<file path="src/rtl/minmax_pkg.sv">
// Shared constants and helpers for the sliding-window min/max tracker.
package minmax_pkg;
  localparam int DEPTH_MIN = 2;
  localparam int DEPTH_MAX = 32;

  // Width of a counter that must hold values 0..depth inclusive.
  function automatic int cnt_w(input int depth);
    return $clog2(depth + 1);
  endfunction
endpackage

</file>
<file path="src/rtl/minmax_reduce.sv">
// Occupancy-masked min/max over a window of samples; empty window yields zeros.
module minmax_reduce
  import minmax_pkg::*;
#(
  parameter int WIDTH  = 32,
  parameter int DEPTH  = 4,
  parameter int SIGNED = 1
) (
  input  logic [DEPTH-1:0][WIDTH-1:0] vals,
  input  logic [DEPTH-1:0]            occ,
  output logic [WIDTH-1:0]            min_o,
  output logic [WIDTH-1:0]            max_o
);

  function automatic logic lt(input logic [WIDTH-1:0] a, input logic [WIDTH-1:0] b);
    if (SIGNED != 0) return $signed(a) < $signed(b);
    else             return a < b;
  endfunction

  logic any_seen;

  // The first occupied entry seeds both results so empty slots never leak in.
  always_comb begin
    min_o    = '0;
    max_o    = '0;
    any_seen = 1'b0;
    for (int i = 0; i < DEPTH; i++) begin
      if (occ[i]) begin
        if (!any_seen || lt(vals[i], min_o)) min_o = vals[i];
        if (!any_seen || lt(max_o, vals[i])) max_o = vals[i];
        any_seen = 1'b1;
      end
    end
  end

endmodule

</file>
<file path="src/rtl/minmax_window.sv">
// Sliding-window min/max tracker: shift-register window with occupancy bits,
// reduction over next-state window so a new sample is visible one edge later.
module minmax_window
  import minmax_pkg::*;
#(
  parameter int WIDTH  = 32,
  parameter int DEPTH  = 4,
  parameter int SIGNED = 1
) (
  input  logic                      clk,
  input  logic                      rst,
  input  logic                      clear,
  input  logic                      in_valid,
  input  logic [WIDTH-1:0]          num,
  output logic [WIDTH-1:0]          min,
  output logic [WIDTH-1:0]          max,
  output logic                      out_valid,
  output logic [cnt_w(DEPTH)-1:0]   count
);

  localparam int CW = cnt_w(DEPTH);

  if (DEPTH < DEPTH_MIN || DEPTH > DEPTH_MAX) begin : g_depth_chk
    $error("minmax_window: DEPTH out of legal range");
  end

  logic [DEPTH-1:0][WIDTH-1:0] win_q, win_d;
  logic [DEPTH-1:0]            occ_q, occ_d;
  logic [CW-1:0]               cnt_q, cnt_d;
  logic [WIDTH-1:0]            min_q, max_q, red_min, red_max;
  logic                        vld_q;

  // Entry 0 is the newest sample; a clear empties before the new sample lands.
  always_comb begin
    win_d = win_q;
    occ_d = occ_q;
    cnt_d = cnt_q;
    if (clear) begin
      occ_d = '0;
      cnt_d = '0;
    end
    if (in_valid) begin
      win_d = {win_q[DEPTH-2:0], num};
      occ_d = {occ_d[DEPTH-2:0], 1'b1};
      if (cnt_d != CW'(DEPTH)) cnt_d = cnt_d + 1'b1;
    end
  end

  minmax_reduce #(
    .WIDTH  (WIDTH),
    .DEPTH  (DEPTH),
    .SIGNED (SIGNED)
  ) u_reduce (
    .vals  (win_d),
    .occ   (occ_d),
    .min_o (red_min),
    .max_o (red_max)
  );

  always_ff @(posedge clk) begin
    if (rst) begin
      win_q <= '0;
      occ_q <= '0;
      cnt_q <= '0;
      min_q <= '0;
      max_q <= '0;
      vld_q <= 1'b0;
    end else begin
      win_q <= win_d;
      occ_q <= occ_d;
      cnt_q <= cnt_d;
      min_q <= red_min;
      max_q <= red_max;
      vld_q <= |occ_d;
    end
  end

  assign min       = min_q;
  assign max       = max_q;
  assign out_valid = vld_q;
  assign count     = cnt_q;

endmodule

</file>
<file path="config.mk">
export PLATFORM = sky130hd
export DESIGN_NAME = minmax_window
export DESIGN_NICKNAME = d
export VERILOG_FILES = /design/src/rtl/minmax_pkg.sv /design/src/rtl/minmax_reduce.sv /design/src/rtl/minmax_window.sv
export SDC_FILE = /design/constraint.sdc
export NUM_CORES = 1
export LEC_CHECK = 0
export BUFFER_PORTS_ARGS = -buffer_cell sky130_fd_sc_hd__buf_2
export CORE_UTILIZATION = 55
export DETAILED_ROUTE_END_ITERATION = 8
export GPL_TIMING_DRIVEN = 0
export PLACE_DENSITY = 0.74
export SLEW_MARGIN = 20
export SYNTH_ARGS = -nofsm -noshare
export SYNTH_HDL_FRONTEND = slang
export SYNTH_SLANG_ARGS = --single-unit
export TNS_END_PERCENT = 100
</file>
<file path="constraint.sdc">
create_clock -name clk -period 10.77 [get_ports clk]
set_input_delay 1.077 -clock clk [delete_from_list [all_inputs] [get_ports clk]]
set_output_delay 1.077 -clock clk [all_outputs]
set_load 0.02 [all_outputs]
</file>
* Word-level counts from Yosys, hierarchy flattened
Cells that the tools add are included.
** Operators by class
- $add $sub $neg :: 1
- Multipliers :: 0
- Div/mod/pow operators :: 0
- $lt $le $gt $ge :: 6
- Eq/ne operators :: 1
- Shift-type cells :: 0
- Mux-type cells :: 28
- Bitwise gates (word level) :: 0
- Reduce and logical (&&, ||, !) cells :: 10
** Operators by type and width (count)
- $mux W32 :: 13
- $lt A32 B32 Y1 :: 6
- $mux W128 :: 1
- $mux W1 :: 9
- $mux W3 :: 3
- $mux W4 :: 2
- $logic_or A1 B1 Y1 :: 6
- $reduce_or A4 Y1 :: 1
- $add A3 B1 Y3 const B :: 1
- $logic_not A1 Y1 :: 3
- $ne A3 B3 Y1 const B :: 1
** Storage, ports and cells
- Flip-flop bits (word level) :: 200
- Bits in latches :: 0
- Memory bits (writable) :: 0
- ROM bits :: 0
- Input bits :: 36
- Output and inout bits :: 68
- Logic and storage cells :: 55
- Memories :: 0

* Longest topological paths before layout
- Depth after elaboration :: 18
- Depth in mapped cells :: 40
- Mapped depth without buffers :: 34

* By module
Synthesis repeated with hierarchy kept, for this count alone.
** Unflattened totals
- Cells, all modules :: 1467
- Area total of the unflattened synthesis :: 13357.8 µm²
** By module, submodules not included
- minmax_window :: times used 1, cells each 589, area an instance 6995.5 µm², seq. area each 4003.8 µm²
- minmax_reduce :: times used 1, cells each 878, area an instance 6362.4 µm², seq. area each 0.0 µm²

* Least setup slack after synthesis
OpenSTA, ideal clock, no wires.
- Path kind :: in2reg
- From :: input port in_valid
- To :: register max_q[10], in the netlist max[10]
- Setup time :: 128 ps
- Arrival :: 9777 ps
- Data required time :: 10642 ps
- Slack :: 866 ps
- Stages on the path :: 38
- Buffers on the path :: 6
- Cell sequence :: buf_2 > clkbuf_1 > clkbuf_1 > mux2i_1 > inv_1 > ha_1 > nand4_1 > or4_1 > a31oi_1 > nand3b_1 > xnor2_1 > o21bai_1 > buf_2 > mux2i_1 > ha_1 > a2111oi_2 > o21ai_1 > a221o_1 > [2 not listed] > a21oi_1 > nand2_1 > o22ai_1 > buf_2 > mux2_2 > ha_1 > a21o_1 > a21o_1 > a21o_1 > a21o_1 > a21o_1 > a2111oi_0 > o211ai_1 > a311oi_1 > a211oi_4 > buf_6 > mux2i_1 > nor2_1
** RTL lines
- start, declared :: line minmax_window.sv:13 : input logic in_valid,
- end signal, assigned :: line minmax_window.sv:73 : max_q <= red_max;
- end, declared :: line minmax_window.sv:30 : logic [WIDTH-1:0] min_q, max_q, red_min, red_max;

==> results.toml <==
[sta]
skew_ns = 0.0147
fin_crit_sh_pct = 96.9
final-hold-violation-count = 0
report.final.slew_viol_count = 0
slew_headroom_pct = 34.2
fmax_ghz = 0.0958
worst_hold_slack_ns = 0.514
period_needed_ns = 10.44
tightest_slew_ns = 0.987
setup_viol = 0

[global_route]
overflow = 0
grt_first_pass_wirelength_um = 61200
grt_max_degree = 20
grt_pass1_vias = 11100
grt_antenna_before_repair = 0
grt_usage_pct = 34.2

[floorplan]
start_util_pct = 56.1
num_io_pins = 104
rows = 55
die_area_um2 = 23700
die_x_um = 154
core_um2 = 22600
die_h_um = 154

[worst_setup_path]
reg2reg_from = "occ_q[0]"
path_max_fanout = 19
regToRegSetupSlack_ns = 0.75
cp-end-kind = "flip-flop"
critPathSlowestCell = "or4_4"
cp-start-kind = "input port"
reg2reg_to = "min[19]"
worstPathArrival_ns = 10.74
reg2regPathDepth = 35
path_class = "in -> reg"
crit_required_ns = 11.08
slowest_delay_ns = 0.64

[yosys]
synth_top_area_share_pct = 31.5
yosysUniqueCellTypes = 55
synth_largest_area_cell = "dfxtp_1"
synth_common_cells = "dfxtp_1 (200), mux2i_1 (194), nor2_1 (190)"
synth_enable_flop_cells = 0
yosys_register_bits = 200
synth_flop_cell = "dfxtp_1"
ys_top_cells_by_area = "dfxtp_1 (32%), ha_1 (16%), mux2i_1 (15%)"
async_flop_share_pct = 0
ys_warn_count = 0
syn_inst = 1433
syn_avg_cell_area_um2 = 8.86
syn_nets = 1627
synth.most_common_cell = "dfxtp_1"
synth_area_um2 = 12700
yosysSeqAreaShare_pct = 31.5

[drt]
via_per_inst = 6.14
wl_per_cell_um = 21.6
antenna_left = 0
drc = 1
wirelength_um = 40200
vias = 11400
drt-initial-drc-count = 999
firstDrtPassIters = 7

[power_and_ir_drop]
total_leakage_power_nw = 7.75
p_per_area_nw_per_um2 = 132
vdd_drop_max_mv = 0.0924
power_mw = 1.90

[hold_path]
holdPathEnd = "count[0]"
hold_path.startpoint = "count[0]"
hold_path_depth = 2
hp-class = "reg -> reg"

[clock_network]
cts.reportedPaths.clkPinSlew_ns = 0.08
root_buffer = "clkbuf_16"
clockBufferDepth = 2
h-tree-depth = 4
worstSkewPairLatency_ns = 0.45
cts_buffers = 17
cts_sinks = 200
cts_tree = "done"

[final_layout]
final_cell_area_um2 = 14400
drive_gt1_share_pct = 16.6
fin_nets = 1756
fin_util_pct = 63.6
diodes = 0
synthToLayoutAreaGrowth_pct = 13.5

[status]
violations = "design-rule violations"
status = "complete, but fails checks"

[placement]
portBuffers = 102
dp_hpwl_um = 30100
place_congestion = 0.971
placed_area_um2 = 13600

[job]
max_cap_violations = 0
==> sequential cells by signal (all words and copies together), names as in the netlist <==
name / cells
win_q: 128
max: 32
min: 32
occ_q: 4
count: 3
out_valid: 1
==> routing by layer <==
metal / vias to the layer above / GRT usage, % / wire, um
met2: 536 / 53.5 / 17500
met3: 122 / 7.86 / 3640
li1: 5344 / - / -
met1: 5415 / 44.4 / 17200
met5: - / 0 / 0
met4: 0 / 16.3 / 1870
==> final cells by class <==
cell class                      count  area (um2)
Fill cell                        1921        8230
Tap cell                          285         357
Timing Repair Buffer              111         578
Inverter                          108         405
Multi-Input combinational cell   1055        8090
Sequential cell                   200        4000
Clock buffer                       17         425
Clock inverter                     14         185
Buffer                             69         365
==> report_power, final <==
part / internal [mW] / switching, mW / total (mW)
logic: 0.161 / 0.262 / 0.423
clock network: 0.371 / 0.320 / 0.690
registers: 0.768 / 0.0137 / 0.782
total: 1.30 / 0.595 / 1.90
==> kinds of logic (layout without fill, tap and decap cells) <==
| family | count (synthesis) | in the layout | share of synthesized area (%) |
|---|---|---|---|
| multiplexers | 258 | 258 | 21.0 |
| buffers and inverters | 178 | 319 | 5.52 |
| flip-flops | 200 | 200 | 31.5 |
| adder cells (fa/ha/maj) | 158 | 158 | 15.6 |
| XOR/XNOR | 1 | 1 | 0.0690 |
| AND/OR/NAND/NOR | 339 | 339 | 11.5 |
| AO/OA/AOI/OAI | 299 | 299 | 14.8 |
==> critical path: cells and delay by family <==
| family | cells | cell delay (ns) |
|---|---|---|
| fa+ha+maj | 3 | 1.01 |
| buf+inv | 8 | 2.16 |
| compound gates | 11 | 2.75 |
| xor+xnor | 1 | 0.15 |
| simple gates | 12 | 2.84 |
| mux | 2 | 0.71 |
==> layout by cell type (no fill, tap or decap), types with 29 or more instances in the layout <==
cell type and n:
a21o_1 45, inv_1 108, ha_1 158, o21ai_0 82, dfxtp_1 200, a21oi_1 85, nand2_1 64, clkbuf_1 35
buf_2 106, mux2i_1 194, mux2_2 64, a22oi_1 32, nor2_1 190, nand4_1 29
==> what timing repair did <==
action	in CTS	in global routing
hold buffers	0	0
pin swaps	0	5
buffers inserted	0	9
endpoints found under the setup margin	64	64
resized for setup	35	23
gates cloned	0	0
==> through the flow <==
step / instances / worst slack (ns) / setup TNS (ns)
after CTS: 1850 / 0.0640 / 0
final: 1859 / 0.335 / 0
after floorplan: 1433 / 0.866 / 0
after global placement: 1820 / -2.15 / -118.64
after detailed placement: 1820 / -2.21 / -122.36
after global routing: 1859 / -0.0641 / -0.394
==> how the worst max path moves through the flow <==
| stage | slack [ns] | from | to |
|---|---|---|---|
| 6_report | 0.33 | in_valid | min[19] |
| 3_3_place_gp | -2.15 | in_valid | max[0] |
| 2_1_floorplan | 0.87 | in_valid | max[10] |
| 3_5_place_dp | -2.21 | in_valid | max[0] |
| 5_1_grt | -0.06 | in_valid | max[30] |
| 4_1_cts | 0.06 | in_valid | min[31] |
(Power assumes the default switching activity.)
